[config.mk]
export PLATFORM = sky130hd
export DESIGN_NAME = ifu_fetch
export DESIGN_NICKNAME = d
export VERILOG_FILES = /design/src/rtl/ifu_fetch_pkg.sv /design/src/rtl/ifu_fetch.sv
export SDC_FILE = /design/constraint.sdc
export NUM_CORES = 1
export LEC_CHECK = 0
export CORE_MARGIN = 5
export CORE_UTILIZATION = 35
export CTS_CLUSTER_DIAMETER = 80
export DETAILED_ROUTE_END_ITERATION = 16
export PLACE_DENSITY = 0.65
export SYNTH_ARGS = -nofsm -noshare
export SYNTH_HDL_FRONTEND = slang
export SYNTH_SLANG_ARGS = --single-unit
[constraint.sdc]
create_clock -name clk -period 2.6 [get_ports clk]
set_input_delay 0.26 -clock clk [delete_from_list [all_inputs] [get_ports clk]]
set_output_delay 0.26 -clock clk [all_outputs]
set_load 0.005 [all_outputs]
[src/rtl/ifu_fetch_pkg.sv]
// Shared definitions for the instruction-fetch stage.
// Holds the FSM state encoding, the fault codes reported to decode, and the
// boot PC used by benches and the PC generator.
package ifu_fetch_pkg;

  typedef enum logic [1:0] {
    ST_IDLE = 2'd0,
    ST_WAIT = 2'd1,
    ST_DROP = 2'd2,
    ST_HOLD = 2'd3
  } state_t;

  localparam logic [1:0] FLT_NONE     = 2'b00;
  localparam logic [1:0] FLT_MISALIGN = 2'b01;
  localparam logic [1:0] FLT_ACCESS   = 2'b10;

  localparam logic [63:0] RESET_PC = 64'h0000_0000_8000_0000;

endpackage

[src/rtl/ifu_fetch.sv]
// Purpose: fetch stage; one imem request in flight, result buffered for decode.
// Latency: pc accepted at N, response at N+k -> inst_valid at N+k+1.
// Backpressure: pc_ready low outside IDLE and during flush; inst held until inst_ready.
//
// Ports:
//   clk, rstn                      clock, async active-low reset
//   pc_valid/pc/pc_ready           fetch address from the PC generator
//   flush                          redirect; kills the current fetch
//   imem_req_valid/ready/addr      request channel to instruction memory
//   imem_rsp_valid/data/err        single-cycle response from memory
//   inst_valid/ready, inst,
//   inst_pc, inst_fault            instruction handed to decode
module ifu_fetch
  import ifu_fetch_pkg::*;
#(
  parameter int DW = 64,
  parameter int IW = 32
) (
  input  logic          clk,
  input  logic          rstn,
  input  logic          pc_valid,
  input  logic [DW-1:0] pc,
  output logic          pc_ready,
  input  logic          flush,
  output logic          imem_req_valid,
  input  logic          imem_req_ready,
  output logic [DW-1:0] imem_req_addr,
  input  logic          imem_rsp_valid,
  input  logic [IW-1:0] imem_rsp_data,
  input  logic          imem_rsp_err,
  output logic          inst_valid,
  input  logic          inst_ready,
  output logic [IW-1:0] inst,
  output logic [DW-1:0] inst_pc,
  output logic [1:0]    inst_fault
);

  state_t        state_q, state_d;
  logic [DW-1:0] pc_q;
  logic [IW-1:0] inst_q, inst_d;
  logic [DW-1:0] inst_pc_q, inst_pc_d;
  logic [1:0]    fault_q, fault_d;
  logic          inst_valid_q;
  logic          ld_pc, ld_inst;
  logic          aligned;

  assign aligned       = (pc[1:0] == 2'b00);
  assign imem_req_addr = pc;

  always_comb begin
    state_d        = state_q;
    pc_ready       = 1'b0;
    imem_req_valid = 1'b0;
    ld_pc          = 1'b0;
    ld_inst        = 1'b0;
    inst_d         = '0;
    inst_pc_d      = pc_q;
    fault_d        = FLT_NONE;

    case (state_q)
      ST_IDLE: begin
        // Qualified by rstn so nothing leaks out while reset is held.
        imem_req_valid = rstn & pc_valid & ~flush & aligned;
        // Misaligned addresses are consumed locally without touching memory.
        pc_ready       = rstn & ~flush & (imem_req_ready | ~aligned);
        if (imem_req_valid && imem_req_ready) begin
          ld_pc   = 1'b1;
          state_d = ST_WAIT;
        end else if (rstn && pc_valid && !flush && !aligned) begin
          ld_inst   = 1'b1;
          inst_pc_d = pc;
          fault_d   = FLT_MISALIGN;
          state_d   = ST_HOLD;
        end
      end
      ST_WAIT: begin
        if (imem_rsp_valid) begin
          if (flush) begin
            state_d = ST_IDLE;
          end else begin
            ld_inst   = 1'b1;
            inst_d    = imem_rsp_err ? '0 : imem_rsp_data;
            inst_pc_d = pc_q;
            fault_d   = imem_rsp_err ? FLT_ACCESS : FLT_NONE;
            state_d   = ST_HOLD;
          end
        end else if (flush) begin
          // Response still owed by memory; swallow it in DROP.
          state_d = ST_DROP;
        end
      end
      ST_DROP: begin
        if (imem_rsp_valid) state_d = ST_IDLE;
      end
      ST_HOLD: begin
        // Flush discards the buffered instruction, same exit as a handshake.
        if (flush || inst_ready) state_d = ST_IDLE;
      end
      default: state_d = ST_IDLE;
    endcase
  end

  always_ff @(posedge clk or negedge rstn) begin
    if (!rstn) begin
      state_q      <= ST_IDLE;
      pc_q         <= '0;
      inst_q       <= '0;
      inst_pc_q    <= '0;
      fault_q      <= FLT_NONE;
      inst_valid_q <= 1'b0;
    end else begin
      state_q      <= state_d;
      inst_valid_q <= (state_d == ST_HOLD);
      if (ld_pc) pc_q <= pc;
      if (ld_inst) begin
        inst_q    <= inst_d;
        inst_pc_q <= inst_pc_d;
        fault_q   <= fault_d;
      end
    end
  end

  assign inst_valid = inst_valid_q;
  assign inst       = inst_q;
  assign inst_pc    = inst_pc_q;
  assign inst_fault = fault_q;

  // Memory must only respond while a request is outstanding.
  a_rsp_when_pending : assert property (
    @(posedge clk) disable iff (!rstn)
    imem_rsp_valid |-> (state_q == ST_WAIT || state_q == ST_DROP)
  );

endmodule

Yosys cells after proc, flatten, opt, wreduce, memory -nomap -nowiden
Cells that the tools add are included.
Widths: inputs -> output; s select.
- bits in registers: 165
- input bits: 104
- output and inout port bits: 165
- word-level logic and storage cells: 57
- equal/unequal tests: 4
- multiplexer cells: 30
- bitwise logic cells: 8
- reductions and logical operators: 9
- operators by type and width (cell ; count):
    $mux 64 ; 3
    $mux 32 ; 4
    $mux 2 ; 10
    $mux 1 ; 10
    $pmux 2 s4 ; 1
    $eq 2x2->1 const B ; 3
    $and 1x1->1 ; 5
    $logic_and 1x1->1 ; 4
    $logic_not 2->1 ; 2
    $pmux 2 s2 ; 1
    $eq 2x1->1 const B ; 1
    $logic_not 1->1 ; 2
    $not 1->1 ; 2
    $pmux 1 s2 ; 1
    $logic_or 1x1->1 ; 1
    $or 1x1->1 ; 1

Depth between registers and ports, before layout
- word-level depth: 7
- gate-level depth with buffers: 7
- depth with buffers taken out: 3

Least setup slack after synthesis
OpenSTA, ideal clock, no wires.
- path type: register to register
- from: register state_q[0]
- to: register inst_q[15], in the netlist inst[15]
- library setup time: 0.120 ns
- data arrival time: 1.603 ns
- data required time: 2.480 ns
- setup slack: 0.876 ns
- cell stages (with the launch flop): 7
- buffers on the path: 3
- period minus slack after synthesis: 1.724 ns
- cell sequence: dfrtp_1 -> nor4b_4 -> nand3b_1 -> buf_6 -> buf_6 -> buf_6 -> a31o_2
- longest elaborated chain between the ends: 2
- elaborated cells between the ends (all ways): 4
- those cells by class: eq/ne: 1; mux: 2; reduce/logical: 1
- ends and longest elaborated chain (element ; line ; source):
    start, declared ; ifu_fetch.sv:38 ; state_t state_q, state_d;
    start signal, assigned ; ifu_fetch.sv:112 ; state_q <= state_d;
    $eq 2x1->1 / $logic_not 2->1 (equally long branches) ; ifu_fetch.sv:60 ; case (state_q)
    $pmux 1 s2 / $mux 32 (equally long branches) ; ifu_fetch.sv:60 ;
    end signal, assigned ; ifu_fetch.sv:116 ; inst_q <= inst_d;
    end, declared ; ifu_fetch.sv:40 ; logic [IW-1:0] inst_q, inst_d;
Several ways; a longest one is shown, not always the timed one.
A chain may end at the register's enable or synchronous reset.

Worst setup path after layout
- from: register state_q[0]
- to: output port pc_ready
- longest elaborated chain between the ends: 2
- ends and longest elaborated chain (element ; line ; source):
    $logic_not 2->1 ; ifu_fetch.sv:60 ;
    $mux 1 ; ifu_fetch.sv:60 ;
    end, declared ; ifu_fetch.sv:23 ; output logic pc_ready,
Every way passes these cells.

==> impl_results.md <==
* Total power at between 8 and 9 mW
* Final period utilization at 94.4%
* Row count at 55
* Pin count of the biggest net entering global routing at 79
* Synth Register Bits at 165
* Longest Clk Path Bufs at 2
* Initial core utilization at 35.4%
* Switch share at 24.8%
* Routed WL per cell at 18.1 µm
* Final min period at 2460 ps
* Peak VDD IR at 404 µV
* IO Port Bufs at around 270
* Worst EP arrival at 2200 ps
* CTS tree: done
* Worst hold slack at 491 ps
* Comb power frac at a little under a third
* Vias in the first global route at approximately 5500
* CTS Buf Count at 17
* Rel. slew slack at 39.5%
* Clock Sink Count at 165
* Post-Layout Cell Count at roughly 1000
* Initial antenna violation count at 0
* Worst-Skew Late Latency at 420 ps
* Synth Instances at 545
* Clk pwr share at 28.5%
* Setup Buffers After CTS at 0
* H-Tree Depth at 4
* Worst reg2reg startpoint: state_q[0]
* Hold Path Class: in -> async
* Congestion Overflow GR at 0
* Routed wl met2 at 9320 µm
* Nets at 847
* # diodes at 0
* Final core occ at between 40% and 50%
* DRC at 0
* FF-to-FF End: inst_pc[61]
* First-pass GRT wire length at 30300 µm
* Pwr dens at 811 mW/mm²
* CORE AREA at around 0.023 mm²
* RSZ-0062 raised after global routing: no
* CP endpoint kind: output pin
* P_leak at 4.94 nW
* Critical path origin: state_q[0]
* Crit path launch type: flip-flop
* Syn Std Cell Area at 0.00796 mm²
* Vias per std cell at 4.78
* # placed instances at 1008
* Met1 Wirelength at 7920 µm
* Sequential Power Share at 40.9%
* Synthesized area per cell at about 15 µm²
* Post-DP HPWL at 13200 µm
* Synth unique cells at 29
* GPL Wtd Cong at about 0.74
* Slew at the pin with the worst max-slew slack at just over 900 ps
* Slew Limit Fails at 0
* Outcome: completed
* CP Max Fanout at 6
* Int Pwr at around 6.7 mW
* Setup Skew at between 9 and 10 ps
* Area Growth Syn to Fin at 38.1%
* Top routing layer used: met4
* Initial DRC count at ~250
* Ys Warns at 0
* Sequential-to-total area share from yosys stat at 51.9%
* Root buf cell: clkbuf_16
* # setup viols final at 0
* I/O pins at 269
* ANT nets after route at 0
* TritonRoute pass-1 iters at 3
* Setup_tns at 0 ps
* Hold Fails Final Rpt at 0
* R2R Setup Slk at 550 ps
* Reg2reg path depth at 4
* Die W at 161 µm
* # resized after CTS at 0
* Share of cells above drive strength 1 at 33.1%
* Vias at 4967
* Critical Path RT at 2340 ps
* Metal3 WL at 1390 µm
* Critical Setup Path Class: reg -> out
* Total Wirelength at ~19000 µm
* Psw at 2.21 mW
* Area of the die at approximately 0.026 mm²
* Chip height at 161 µm
* Peak Freq at 407 MHz
* Max-Cap Viols at 0
* Syn Nets at 649
* Total GRT Usage at between 10 and 15%
* Clock slew at reported path FFs at 70 ps
[layout by cell type (no fill, tap or decap), types with 2 or more instances in the layout]
| master | Yosys | final |
|---|---|---|
| a31o_2 | 32 | 32 |
| and2_1 | 3 | 3 |
| and3_1 | 3 | 3 |
| buf_12 | 0 | 5 |
| buf_4 | 64 | 5 |
| bufinv_16 | 0 | 2 |
| clkbuf_16 | 0 | 17 |
| clkbuf_8 | 0 | 2 |
| clkdlybuf4s50_1 | 0 | 267 |
| clkinv_4 | 0 | 3 |
| clkinvlp_4 | 0 | 2 |
| dfrtp_1 | 165 | 165 |
| inv_1 | 2 | 2 |
| inv_6 | 0 | 2 |
| inv_8 | 0 | 2 |
| mux2_1 | 13 | 13 |
| mux2_2 | 115 | 115 |
| mux2_4 | 58 | 58 |
| mux2i_1 | 2 | 2 |
| nand2_1 | 3 | 3 |
| nand3b_1 | 2 | 2 |
| nor2_1 | 2 | 2 |
| nor3b_1 | 32 | 32 |
| o21ai_0 | 2 | 2 |
| o21bai_1 | 2 | 2 |
[area by class of cell]
type                       instances  area (µm²)
clock inverter                    12         146
tap                              285         357
clock buffer                      19         453
timing repair buffer             279        2830
fill                            1931       11500
sequential                       165        4130
inverter                           2        7.51
multi-input combinational        278        3070
[cell families after synthesis]
logic type	after synthesis	share of synthesized area [%]
simple gates	48	4.62
compound gates	42	4.42
mux	188	29.3
buf+inv	102	9.76
flops	165	51.9
[registers in the layout, indices dropped and copies added, names as in the netlist]
signal,count
inst_fault,2
pc_q,64
inst_valid,1
inst,32
state_q,2
inst_pc,64
[per-layer routing]
metal  vias to the layer above  track usage [%]
li1                       2290                -
met1                      2489             17.5
met2                       175             24.7
met3                        13             5.31
met4                         0             3.68
met5                         -                0
[critical path, stage by stage (launching register included)]
cell and delay (ps):
dfrtp_1 510, nor4b_4 500, o31a_1 250, clkdlybuf4s50_1 520
[through the flow]
| stage | setup slack, ps | cell area, µm² |
|---|---|---|
| after global routing | 14.1 | 11000 |
| after detailed placement | 306 | 10400 |
| after CTS | 65.9 | 11000 |
| after floorplan | 876 | 7960 |
| final | 144 | 11000 |
| after global placement | 357 | 10400 |
[Yosys cell counts]
library cell | count | area (µm²)
nand2_1 | 3 | 11.3
mux2_4 | 58 | 871
a31o_2 | 32 | 280
nor2_1 | 2 | 7.51
nand3b_1 | 2 | 15.0
o21ai_0 | 2 | 10.0
a21oi_1 | 1 | 5.00
and3_1 | 3 | 18.8
a22o_1 | 1 | 8.76
o211ai_1 | 1 | 7.51
buf_4 | 64 | 480
buf_6 | 19 | 214
dfrtp_1 | 165 | 4130
nor3b_1 | 32 | 240
mux2i_1 | 2 | 20.0
buf_1 | 2 | 7.51
a22oi_1 | 1 | 7.51
inv_1 | 2 | 7.51
o21bai_1 | 2 | 15.0
clkbuf_1 | 6 | 22.5
nor4b_4 | 1 | 23.8
buf_2 | 9 | 45.0
o2bb2ai_1 | 1 | 8.76
nand4_4 | 1 | 21.3
nand4bb_1 | 1 | 11.3
o31a_1 | 1 | 8.76
and2_1 | 3 | 18.8
mux2_2 | 115 | 1290
mux2_1 | 13 | 146
[power groups by stage]
| stage | sequential (mW) | combinational [mW] | clock [mW] |
|---|---|---|---|
| after CTS | 3.66 | 2.79 | 2.63 |
| after global placement | 3.67 | 2.70 | 0 |
| after detailed placement | 3.70 | 2.77 | 0 |
| final | 3.65 | 2.73 | 2.54 |
| after global routing | 3.74 | 2.95 | 2.74 |
| after floorplan | 3.66 | 1.24 | 0 |
[how the worst max path moves through the flow]
stage | to
final | pc_ready
after global routing | pc_ready
after CTS | pc_ready
after detailed placement | inst_pc[61]
after global placement | pc_ready
after floorplan | inst[15]
[timing repair]
item	CTS	global route
endpoints found under the setup margin	0	1
endpoints found under the hold margin	29	0
hold buffers	1	0
Note: power is estimated with default switching activity, not from simulation.
==> RTL edit 1: new RTL, same flow settings <==
The parameter `DW` goes from 64 to 96.
--- a/src/rtl/ifu_fetch.sv
+++ b/src/rtl/ifu_fetch.sv
@@ -15,3 +15,3 @@
 #(
-  parameter int DW = 64,
+  parameter int DW = 96,
   parameter int IW = 32
Interface: changed (resized imem_req_addr, inst_pc and pc); port bits go from 269 to 365. No check against the original RTL was run, so the function may have changed too.
==> RTL edit 1 against the unedited design <==
  * Clock skew is 1.1 ps higher
  * Sequential cell count is 64 higher
  * Design area is 35% higher
  * Count of clock-buffer cells in the layout is 23 higher
  * Wire length is 36% higher
  * Largest power group unchanged
  * Worst setup slack better by 16 ps
  * Synthesized cell count is 37% higher
  * Total power is 39% higher
  * Via count is 35% higher
  * Cell count is 37% higher
  * Register-to-register slack better by 60 ps
  * First-iteration DRC count is 31% lower
  * Synthesized area is 33% higher
==> RTL edit 1: results <==
metrics = {
    "outcome": {
        "status": "complete, no violations",
    },
    "clock_tree": {
        "h-tree-depth": 1,
    },
    "power": {
        "cellLeakagePower_nw": 6.53,
        "max-vdd-ir-drop_mv": 0.405,
        "power_switching_mw": 3.00,
    },
    "place": {
        "place_ws_ps": 344,
    },
    "setup_path": {
        "worstPathArrival_ps": 2180,
        "r2r-end": "pc_q[48]",
        "reg2regPathDepth": 5,
        "critPathCapture": "imem_req_valid",
        "cpPeakStageDelay_ps": 500,
    },
    "synth": {
        "yosysSeqAreaShare_pct": 54.0,
        "avgSynthCellArea_sq_um": 14.2,
    },
    "cells_and_area": {
        "nonClkBufAreaFrac_pct": 26.0,
        "final_nets": 1149,
        "nMultiInputCombCells": 374,
        "num-nonclk-buffers": 381,
    },
    "routing": {
        "wl_met2_microns": 12500,
        "wl_met3_microns": 2010,
        "wirelength_met1_microns": 10600,
    },
    "global_routing": {
        "grt_pass1_wl_microns": 39600,
        "grtUsageMet2_pct": 24.2,
        "gr-usage-all-layers_pct": 14.3,
        "grt_max_degree": 122,
    },
    "timing": {
        "slew_headroom_pct": 46.8,
    },
}
-- RTL edit 1: cell types whose count changed after synthesis, sizes merged --
cell   change
mux2      +96
dfrtp     +64
buf       +42
-- RTL edit 1: power by group through the flow --
stage | Clock, mW | Combinational, mW | Sequential, mW
final | 3.61 | 3.72 | 5.06
after global routing | 3.86 | 4.05 | 5.20
after CTS | 3.75 | 3.82 | 5.08
after detailed placement | 0 | 3.80 | 5.13
after global placement | 0 | 3.74 | 5.10
after floorplan | 0 | 1.54 | 5.13
-- RTL edit 1: how the worst min path moves through the flow --
stage                     startpoint     endpoint  slack (ps)
final                           rstn  inst_pc[34]         170
after global routing            rstn     pc_q[34]         170
after CTS                       rstn     pc_q[34]         140
after detailed placement        rstn  inst_pc[34]         100
after global placement          rstn  inst_pc[53]         100
after floorplan                 rstn      inst[0]         -40
-- RTL edit 1: logic make-up after synthesis --
kind of cell    count (synthesis)  synth area share, %
mux                           284                 30.1
flops                         229                 54.0
buf+inv                       144                 9.21
simple gates                   48                 3.38
compound gates                 42                 3.31
==> RTL edit 2: new RTL, same flow settings <==
Made on the original files. Re-encode `state_t` (4 states) as one-hot, 4 bits wide.
--- a/src/rtl/ifu_fetch_pkg.sv
+++ b/src/rtl/ifu_fetch_pkg.sv
@@ -5,7 +5,7 @@
 
-  typedef enum logic [1:0] {
-    ST_IDLE = 2'd0,
-    ST_WAIT = 2'd1,
-    ST_DROP = 2'd2,
-    ST_HOLD = 2'd3
+  typedef enum logic [3:0] {
+    ST_IDLE = 4'b0001,
+    ST_WAIT = 4'b0010,
+    ST_DROP = 4'b0100,
+    ST_HOLD = 4'b1000
   } state_t;
Check against the original RTL: same outputs for any inputs over 4 cycles, from zero or initial values and one cycle with rstn low; so few cycles prove little.
==> RTL edit 2 against the unedited design <==
  * Non-clock buffer count up 22
  * Worst setup slack better by 80 ps
  * Design area up 0.69%
  * Critical path depth up 3
  * Total power down 18%
  * First-iteration DRC count up 62%
  * Sequential power down 11%
  * Sequential cell count up 2
  * Wire length up 29%
  * Synthesized area down 0.99%
  * Critical endpoint is now inst[4]
  * Largest cell class unchanged
  * Largest power group unchanged
  * Highest routed layer unchanged
==> RTL edit 2: results <==
metrics = {
    "outcome": {
        "status": "complete, no violations",
    },
    "synth": {
        "avgSynthCellArea_sq_um": 11.3,
        "synth_compound_area_share_pct": 13.9,
        "yosysSeqAreaShare_pct": 53.1,
        "synth_commonest_cells": "166 x dfrtp_1, 66 x clkbuf_1, 66 x nand3_1, 66 x o21ai_0",
        "synth_mux_area_share_pct": 11.1,
        "ys_types": 35,
        "synth_top_family_by_area": "compound AO/OA/AOI/OAI gates",
        "synth_fp_nets": 799,
        "synth.area.top_cells": "dfrtp_1 53%, mux2_4 9.0%, buf_4 6.1%",
        "synth-seq-cells": 167,
    },
    "routing": {
        "firstDrtPassIters": 4,
        "wl_met3_microns": 1770,
        "vias": 6415,
        "avgRoutedWirePerCell_microns": 20.8,
        "wl_met2_microns": 11400,
        "drtIter0Drc": 407,
        "wirelength_met1_microns": 10900,
    },
    "setup_path": {
        "worstPathMaxFanout": 53,
        "worstPathArrival_ps": 2690,
        "cp_slowest_cell": "dfstp_2",
        "path_delay_family": "simple AND/OR/NAND/NOR gates",
    },
    "global_routing": {
        "grt_max_degree": 168,
        "grtUsageMet2_pct": 30.2,
        "grt_pass1_vias": 6811,
        "gr-usage-all-layers_pct": 18.8,
        "grtUsageMet1_pct": 26.0,
        "grt_pass1_wl_microns": 39000,
    },
    "timing": {
        "worstMarginPinSlew_ps": 910,
        "fin_skew_ps": 10.3,
    },
    "cells_and_area": {
        "drive_above_1_share_pct": 15.9,
        "nonClkBufAreaFrac_pct": 27.3,
        "multi_input_area_sq_mm": 0.00295,
        "clock_buffers": 18,
        "final_cells": 1169,
        "final_nets": 981,
        "num-nonclk-buffers": 301,
        "seq_area_share_pct": 37.8,
        "fillers": 1978,
    },
    "place": {
        "gp_congestion": 0.765,
    },
    "clock_tree": {
        "clkLatencyLatePin_ps": 420,
    },
    "power": {
        "switching_share_pct": 26.9,
        "cellLeakagePower_nw": 4.58,
        "max-vdd-ir-drop_mv": 0.363,
        "seq-power_mw": 3.26,
        "pwr-share-clk_pct": 32.9,
    },
}
-- RTL edit 2: worst paths after layout --
| path | end | slack, ps | cells after the start | startpoint |
|---|---|---|---|---|
| max in group asynchronous | pc_q[42] | 1920 | 2 | rstn |
| min in group clk | inst[1] | 440 | 2 | imem_rsp_data[1] |
| setup / recovery | inst[4] | 220 | 6 | state_q[0] |
| setup reg to reg | inst[4] | 220 | 6 | state_q[0] |
| hold reg to reg | pc_q[1] | 490 | 1 | pc_q[1] |
| hold / removal | inst_valid | 30 | 2 | rstn |
-- RTL edit 2: through the flow --
| step | setup slack, ps | instance area, sq um | power (mW) | utilization [%] |
|---|---|---|---|---|
| finish | 225 | 11100 | 7.31 | 50.2 |
| global route | 146 | 11100 | 7.68 | 50.2 |
| CTS | 218 | 11100 | 7.40 | 50.2 |
| detailed placement | 177 | 10500 | 4.95 | 47.6 |
| global placement | 207 | 10500 | 4.93 | 47.6 |
| floorplan | 280 | 7880 | 3.95 | - |
